==> src/rtl/mem_copy_engine_pkg.sv <==
// Memory-bus definitions shared by the data memory, the pipeline memory stage and
// the copy engine.
package mem_copy_engine_pkg;

  localparam int unsigned BYTE_SIZE  = 4;
  localparam int unsigned ADDR_WIDTH = 12;
  localparam int unsigned MEM_BYTES  = 56;

  typedef enum logic [1:0] {
    StIdle,
    StRead,
    StWrite,
    StFin
  } state_e;

endpackage

==> src/rtl/mem_copy_engine.sv <==
// Block-copy bus initiator for the single-port data memory. Copies len words from
// src to dst one word at a time (read cycle, then write cycle), choosing the copy
// direction so that overlapping ranges behave like memmove.
module mem_copy_engine #(
  parameter int unsigned BYTE_SIZE  = mem_copy_engine_pkg::BYTE_SIZE,
  parameter int unsigned ADDR_WIDTH = mem_copy_engine_pkg::ADDR_WIDTH,
  parameter int unsigned LEN_WIDTH  = 8,
  parameter int unsigned MEM_BYTES  = mem_copy_engine_pkg::MEM_BYTES
) (
  input  logic                     clk_i,
  input  logic                     reset_i,
  input  logic                     start_i,
  input  logic [ADDR_WIDTH-1:0]    src_addr_i,
  input  logic [ADDR_WIDTH-1:0]    dst_addr_i,
  input  logic [LEN_WIDTH-1:0]     len_words_i,
  output logic                     busy_o,
  output logic                     done_o,
  output logic                     err_o,
  output logic [ADDR_WIDTH-1:0]    mem_addr_o,
  output logic                     mem_we_o,
  output logic [8*BYTE_SIZE-1:0]   mem_wd_o,
  input  logic [8*BYTE_SIZE-1:0]   mem_rd_i
);

  import mem_copy_engine_pkg::*;

  // Wide enough that src + len*BYTE_SIZE can never wrap.
  localparam int unsigned EW = ADDR_WIDTH + LEN_WIDTH + 2;
  localparam int unsigned DW = 8 * BYTE_SIZE;
  localparam logic [ADDR_WIDTH-1:0] Step = ADDR_WIDTH'(BYTE_SIZE);

  state_e                  state_q, state_d;
  logic [ADDR_WIDTH-1:0]   src_q, src_d;
  logic [ADDR_WIDTH-1:0]   dst_q, dst_d;
  logic [LEN_WIDTH-1:0]    cnt_q, cnt_d;
  logic [DW-1:0]           buf_q, buf_d;
  logic                    err_q, err_d;
  logic                    bwd_q, bwd_d;

  logic [EW-1:0]           span, src_w, dst_w, end_src, end_dst, last_off;
  logic                    range_bad, backward;
  logic [ADDR_WIDTH-1:0]   first_src, first_dst;

  // Range and overlap check on the raw request inputs.
  always_comb begin
    span      = EW'(len_words_i) * EW'(BYTE_SIZE);
    src_w     = EW'(src_addr_i);
    dst_w     = EW'(dst_addr_i);
    end_src   = src_w + span;
    end_dst   = dst_w + span;
    range_bad = (end_src > EW'(MEM_BYTES)) || (end_dst > EW'(MEM_BYTES));
    // Destination starts inside the source block: walk from the top down.
    backward  = (dst_w > src_w) && (dst_w < end_src);
    last_off  = span - EW'(BYTE_SIZE);
    first_src = backward ? ADDR_WIDTH'(src_w + last_off) : src_addr_i;
    first_dst = backward ? ADDR_WIDTH'(dst_w + last_off) : dst_addr_i;
  end

  // Next-state logic: request acceptance, word read, word write, completion.
  always_comb begin
    state_d = state_q;
    src_d   = src_q;
    dst_d   = dst_q;
    cnt_d   = cnt_q;
    buf_d   = buf_q;
    err_d   = err_q;
    bwd_d   = bwd_q;
    unique case (state_q)
      StIdle: begin
        err_d = 1'b0;
        if (start_i) begin
          cnt_d = len_words_i;
          if (len_words_i == '0) begin
            state_d = StFin;
          end else if (range_bad) begin
            err_d   = 1'b1;
            state_d = StFin;
          end else begin
            bwd_d   = backward;
            src_d   = first_src;
            dst_d   = first_dst;
            state_d = StRead;
          end
        end
      end
      StRead: begin
        buf_d   = mem_rd_i;
        state_d = StWrite;
      end
      StWrite: begin
        cnt_d = cnt_q - LEN_WIDTH'(1);
        if (cnt_q == LEN_WIDTH'(1)) begin
          state_d = StFin;
        end else begin
          // Pointers only move when another word follows, so they never leave memory.
          src_d   = bwd_q ? src_q - Step : src_q + Step;
          dst_d   = bwd_q ? dst_q - Step : dst_q + Step;
          state_d = StRead;
        end
      end
      StFin: begin
        err_d   = 1'b0;
        state_d = StIdle;
      end
      default: state_d = StIdle;
    endcase
  end

  // State registers with asynchronous reset.
  always_ff @(posedge clk_i or posedge reset_i) begin
    if (reset_i) begin
      state_q <= StIdle;
      src_q   <= '0;
      dst_q   <= '0;
      cnt_q   <= '0;
      buf_q   <= '0;
      err_q   <= 1'b0;
      bwd_q   <= 1'b0;
    end else begin
      state_q <= state_d;
      src_q   <= src_d;
      dst_q   <= dst_d;
      cnt_q   <= cnt_d;
      buf_q   <= buf_d;
      err_q   <= err_d;
      bwd_q   <= bwd_d;
    end
  end

  // Bus and status outputs decoded from registered state only.
  always_comb begin
    busy_o     = 1'b0;
    done_o     = 1'b0;
    mem_addr_o = '0;
    mem_we_o   = 1'b0;
    mem_wd_o   = '0;
    unique case (state_q)
      StRead: begin
        busy_o     = 1'b1;
        mem_addr_o = src_q;
      end
      StWrite: begin
        busy_o     = 1'b1;
        mem_addr_o = dst_q;
        mem_we_o   = 1'b1;
        mem_wd_o   = buf_q;
      end
      StFin:   done_o = 1'b1;
      default: ;
    endcase
  end

  assign err_o = err_q;

endmodule

==> config.mk <==
export PLATFORM = sky130hd
export DESIGN_NAME = mem_copy_engine
export DESIGN_NICKNAME = d
export VERILOG_FILES = /design/src/rtl/mem_copy_engine_pkg.sv /design/src/rtl/mem_copy_engine.sv
export SDC_FILE = /design/constraint.sdc
export NUM_CORES = 1
export LEC_CHECK = 0
export BUFFER_PORTS_ARGS = -buffer_cell sky130_fd_sc_hd__buf_2
export CORE_ASPECT_RATIO = 0.7
export CORE_UTILIZATION = 50
export CTS_CLUSTER_SIZE = 24
export DETAILED_ROUTE_END_ITERATION = 7
export GPL_ROUTABILITY_DRIVEN = 0
export GPL_TIMING_DRIVEN = 0
export PLACE_DENSITY_LB_ADDON = 0.2
export SKIP_LAST_GASP = 1
export SLEW_MARGIN = 5
export SYNTH_ARGS = -nofsm -noshare
export SYNTH_HDL_FRONTEND = slang
export SYNTH_SLANG_ARGS = --single-unit
==> constraint.sdc <==
create_clock -name clk_i -period 7.8 [get_ports clk_i]
set_input_delay 0.78 -clock clk_i [delete_from_list [all_inputs] [get_ports clk_i]]
set_output_delay 0.78 -clock clk_i [all_outputs]
set_load 0.005 [all_outputs]
## Word level (Yosys, flattened, before mapping)

Index checks and enable logic that the tools add are counted.

| cells by class | value |
|---|---|
| muxes and demuxes | 30 |
| reductions and logical operators | 10 |
| div/mod/pow operators | 0 |
| order comparisons | 4 |
| shift operators | 0 |
| add/sub/neg operators | 10 |
| equal/unequal tests | 8 |
| multipliers | 0 |
| bitwise operators | 2 |

Operators by type and width:

| cell | count |
|---|---|
| two-way mux 12 bit | 12 |
| case mux 12 bit (2 select lines) | 3 |
| two-way mux 32 bit | 1 |
| adder 12 x 10 -> 13 bit | 2 |
| > comparator 13 x 6 -> 1 bit, second input constant | 2 |
| adder 12 x 11 -> 12 bit | 2 |
| adder 12 x 3 -> 12 bit, second input constant | 2 |
| subtractor 12 x 3 -> 12 bit, second input constant | 2 |
| case mux 8 bit (2 select lines) | 1 |
| < comparator 12 x 13 -> 1 bit | 1 |
| > comparator 12 bit | 1 |
| subtractor 10 x 3 -> 11 bit, second input constant | 1 |
| == test 8 x 1 -> 1 bit, second input constant | 1 |
| logical NOT 8 bit | 1 |
| two-way mux 2 bit | 4 |
| two-way mux 8 bit | 1 |
| inequality test 2 bit, second input constant | 4 |
| case mux 2 bit (4 select lines) | 1 |
| subtractor 8 x 1 -> 8 bit, second input constant | 1 |
| two-way mux 1 bit | 6 |
| AND reduction 5 bit | 1 |
| == test 2 bit, second input constant | 2 |
| AND reduction 4 bit | 1 |
| nonzero test 2 bit | 2 |
| other kinds (8) | 9 |

| word-level totals | value |
|---|---|
| bits in read-only memories | 0 |
| latch bits | 0 |
| memories | 0 |
| word-level logic and storage cells | 71 |
| output and inout bits | 48 |
| memory bits (writable) | 0 |
| bits of input ports | 67 |
| register bits after elaboration | 68 |

## Depth between registers and ports, before layout

| depth | value |
|---|---|
| word-level depth | 8 |
| gate-level depth with buffers | 16 |

## Least setup slack after synthesis

Ideal clock, no wire load.

| timing | value |
|---|---|
| path type | input to register |
| from | in src_addr_i[2] |
| to | reg dst_q[4] |
| slack | 3.313 ns |
| buffers on the path | 1 |
| arrival | 4.361 ns |
| cell stages on the path | 16 |
| required time | 7.674 ns |
| cell sequence | ha_1 -> fa_1 -> a211o_1 -> and2_1 -> nor2_1 -> inv_1 -> ha_1 -> a211oi_1 -> o21ai_0 -> a211oi_1 -> o21bai_1 -> maj3_2 -> a211oi_1 -> buf_2 -> mux2_2 -> a221o_1 |

| between the ends | value |
|---|---|
| cells in the longest elaborated chain, start to end | 8 |

RTL lines:

| what | line | text |
|---|---|---|
| start: declaration | mem_copy_engine.sv:13 | `input logic [ADDR_WIDTH-1:0] src_addr_i,` |
| adder 12 x 10 -> 13 bit | mem_copy_engine.sv:49 | `end_src = src_w + span;` |
| < comparator 12 x 13 -> 1 bit | mem_copy_engine.sv:53 | `backward = (dst_w > src_w) && (dst_w < end_src);` |
| logical AND 1 bit | mem_copy_engine.sv:53 |  |
| two-way mux 12 bit | mem_copy_engine.sv:56 | `first_dst = backward ? ADDR_WIDTH'(dst_w + last_off) : dst_addr_i;` |
| two-way mux 12 bit | mem_copy_engine.sv:75 | `end else if (range_bad) begin` |
| two-way mux 12 bit | mem_copy_engine.sv:73 | `if (len_words_i == '0) begin` |
| two-way mux 12 bit | mem_copy_engine.sv:71 | `if (start_i) begin` |
| case mux 12 bit (2 select lines) | mem_copy_engine.sv:68 | `unique case (state_q)` |
| end signal: assignment | mem_copy_engine.sv:122 | `dst_q <= dst_d;` |
| end: declaration | mem_copy_engine.sv:34 | `logic [ADDR_WIDTH-1:0] dst_q, dst_d;` |

Several ways; a longest one is shown, not always the timed one. The select of a mux whose other input is x is not followed.
A chain may end at the register's enable or synchronous reset.

## Worst setup path in the final report

| timing | value |
|---|---|
| from | in src_addr_i[2] |
| to | reg dst_q[6] |

Same word-level chain as after synthesis.

==> impl_metrics.env <==
export IMPL_outcome="complete, no violations"
export IMPL_cts_resized=0
export IMPL_clk_pin_slew_ps=60
export IMPL_routed_wl_um=19800
export IMPL_drtAntennaViolNets=0
export IMPL_skew_ps=4.08
export IMPL_clock_sinks=68
export IMPL_timing_critical_path_mode_cell="a211oi_1"
export IMPL_core_sq_mm=0.0127
export IMPL_die_w_um=140
export IMPL_critPathKind="input port to flop"
export IMPL_crit_chain="buf_2 > ha_1 > fa_1 > a211o_1 > and2_1 > nor2_1 > inv_1 > ha_1 > a211oi_1 > o21ai_0 > a211oi_1 > o21bai_1 > maj3_2 > a211oi_1 > buf_2 > mux2_2 > a221o_1"
export IMPL_setup_violations=0
export IMPL_rsz0062_at_grt="false"
export IMPL_io_buffers=114
export IMPL_critPathMaxStageDelay_ps=410
export IMPL_end_kind="flop"
export IMPL_slew_headroom_pct=28.4
export IMPL_p_per_area_mw_per_mm2=305
export IMPL_ys_async_sr_fraction_pct=100
export IMPL_cts_hold_buf=0
export IMPL_die_h_um=98.5
export IMPL_grt_max_degree=69
export IMPL_synth_top_area_share_pct=25.6
export IMPL_synth_common_cells="ha_1 (78), dfrtp_1 (68), a21oi_1 (45)"
export IMPL_fin_crit_ps=5010
export IMPL_postCtsSetupRepairBufs=0
export IMPL_antenna_found_initial=0
export IMPL_fin_area_sq_mm=0.00772
export IMPL_dieArea_sq_mm=0.0138
export IMPL_syn_cell_area_sq_mm=0.00665
export IMPL_ys_seq_area_share_pct=25.6
export IMPL_start_util_pct=52.4
export IMPL_netlist_instances=733
export IMPL_slew_viol_final=0
export IMPL_peakVddDrop_v=0.000187
export IMPL_cts_htree_levels=3
export IMPL_cp_max_fo=10
export IMPL_ys_warn_count=0
export IMPL_synth_edf_count=0
export IMPL_area_growth_pct=16.2
export IMPL_ys_flop_type="dfrtp_1"
export IMPL_postPlaceCellArea_sq_mm=0.00742
export IMPL_hold_viol_final=0
export IMPL_num_nets_final=1009
export IMPL_cts_buffers=9
export IMPL_cp_required_ps=8020
export IMPL_yosysMostFrequentCell="ha_1"
export IMPL_detail_route_vias_per_cell=6.15
export IMPL_clkLatencyLatePin_ps=340
export IMPL_worstMarginPinSlew_ps=1070
export IMPL_num_rows=34
export IMPL_clock_root_buffer="clkbuf_16"
export IMPL_cp_top_family="compound AO/OA/AOI/OAI gates"
export IMPL_synth_area_leaders="dfrtp_1 (26%), ha_1 (15%), mux2_2 (6.4%)"
export IMPL_postSynthAreaPerCell_sq_um=9.07
export IMPL_fin_tns_setup_ps=0
export IMPL_cp_start_kind="input port"
export IMPL_grt_usage_pct=29.2
export IMPL_drc=0
export IMPL_firstDrtPassIters=6
export IMPL_antennaDiodeCount=0
export IMPL_synth_distinct_cells=65
export IMPL_cts_buffer_depth=2
export IMPL_path_buf_inv=3
export IMPL_wl_per_cell_um=19.3
export IMPL_fillCellCount=1131
export IMPL_synth_top_area_cell="dfrtp_1"
export IMPL_via_count=6303
export IMPL_syn_nets=884
export IMPL_maxCapViolCount=0
export IMPL_grt_first_pass_wirelength_um=31300
export IMPL_leakagePower_uw=0.00364
export IMPL_hold_path_class="flop to flop"
export IMPL_grt_pass1_vias=5999
export IMPL_finalCritPeriodShare_pct=64.2
export IMPL_drt_iter0_markers=531
export IMPL_fmax_mhz=200
export IMPL_dp_hpwl_um=15700
export IMPL_drive_above_1_share_pct=22.4
export IMPL_num_io_pins=115
export IMPL_ys_seq_elements=68
export IMPL_cp_slowest_cell="fa_1"
export IMPL_grt_ovfl_total=0
export IMPL_worstPathArrival_ps=5220
export IMPL_cts_tree="done"
==> power breakdown <==
| part | switching (uW) | total [uW] | internal [uW] |
|---|---|---|---|
| clock | 168 | 417 | 249 |
| sequential | 121 | 644 | 523 |
| combinational | 723 | 1300 | 573 |
==> layout by cell type (no fill, tap or decap), drive strengths merged, types with 22 or more instances in the layout <==
cell and count:
nor3 24, nor2 35, clkbuf 31, and2 33
mux2 42, o21ai 28, nand3 24, nand2 33
ha 78, dfrtp 68, inv 45, a21oi 45
xnor2 24, buf 121, xor2 22
==> worst paths after layout <==
check                      slack, ps        end     startpoint  depth (start not counted)
max in group asynchronous       6610  buf_q[19]        reset_i                          2
setup / recovery                2790   dst_q[6]  src_addr_i[2]                         17
min in group asynchronous        630   buf_q[2]        reset_i                          2
setup reg to reg                4270   dst_q[8]     state_q[0]                         13
hold / removal                   500  buf_q[28]      buf_q[28]                          1
hold reg to reg                  500  buf_q[28]      buf_q[28]                          1
==> logic make-up (layout without fill, tap and decap cells) <==
kind of cell | after synthesis | in the layout | synth area share, %
fa+ha+maj | 85 | 85 | 16.7
flops | 68 | 68 | 25.6
mux | 60 | 60 | 10.1
compound gates | 191 | 191 | 19.8
simple gates | 210 | 210 | 17.4
xor+xnor | 46 | 46 | 6.06
buf+inv | 73 | 203 | 4.41
==> state kept, by name, indices dropped and copies added, names as in the netlist <==
name     count
buf_q       32
bwd_q        1
cnt_q        8
dst_q       12
err_o        1
src_q       12
state_q      2
==> worst register-to-register path, cell delays in order, from the launching register on <==
cell and delay (ps):
dfrtp_1 420, inv_1 100, ha_1 170, clkbuf_1 370, inv_1 150, nor3_1 310
and3b_1 200, clkbuf_1 300, nor2_1 110, and3_1 220, nand4_1 150, clkbuf_1 450
a211oi_1 160, a221o_1 290
==> metal layers <==
metal / track usage, % / share of wire [%]
met1: 42.1 / 46
met2: 44.3 / 44
met3: 5.54 / 8.3
met4: 8.71 / 2.3
met5: 0 / 0
==> area by class of cell <==
type                    count  area, sq um  area share [%]
repair buffers            114          571            7.39
inverters                  44          168            2.17
plain buffers              29          128            1.65
multi-input cells         592         4650            60.2
clock inverters             7         75.1           0.972
well taps                 162          203            2.63
flip-flops and latches     68         1700            22.0
clock buffers               9          225            2.92
==> through the flow <==
step           total power (uW)  util [%]  hold WS (ps)  cells  setup slack [ps]
3_3_place_gp               1860      58.5           481   1009              2590
5_1_grt                    2510      60.9           511   1025              2630
4_1_cts                    2340      60.9           500   1025              2850
2_1_floorplan              1500         -           467    733              3310
6_report                   2360      60.9           496   1025              2790
3_5_place_dp               1920      58.5           487   1009              2490
Power figures use the tool's default switching activity.
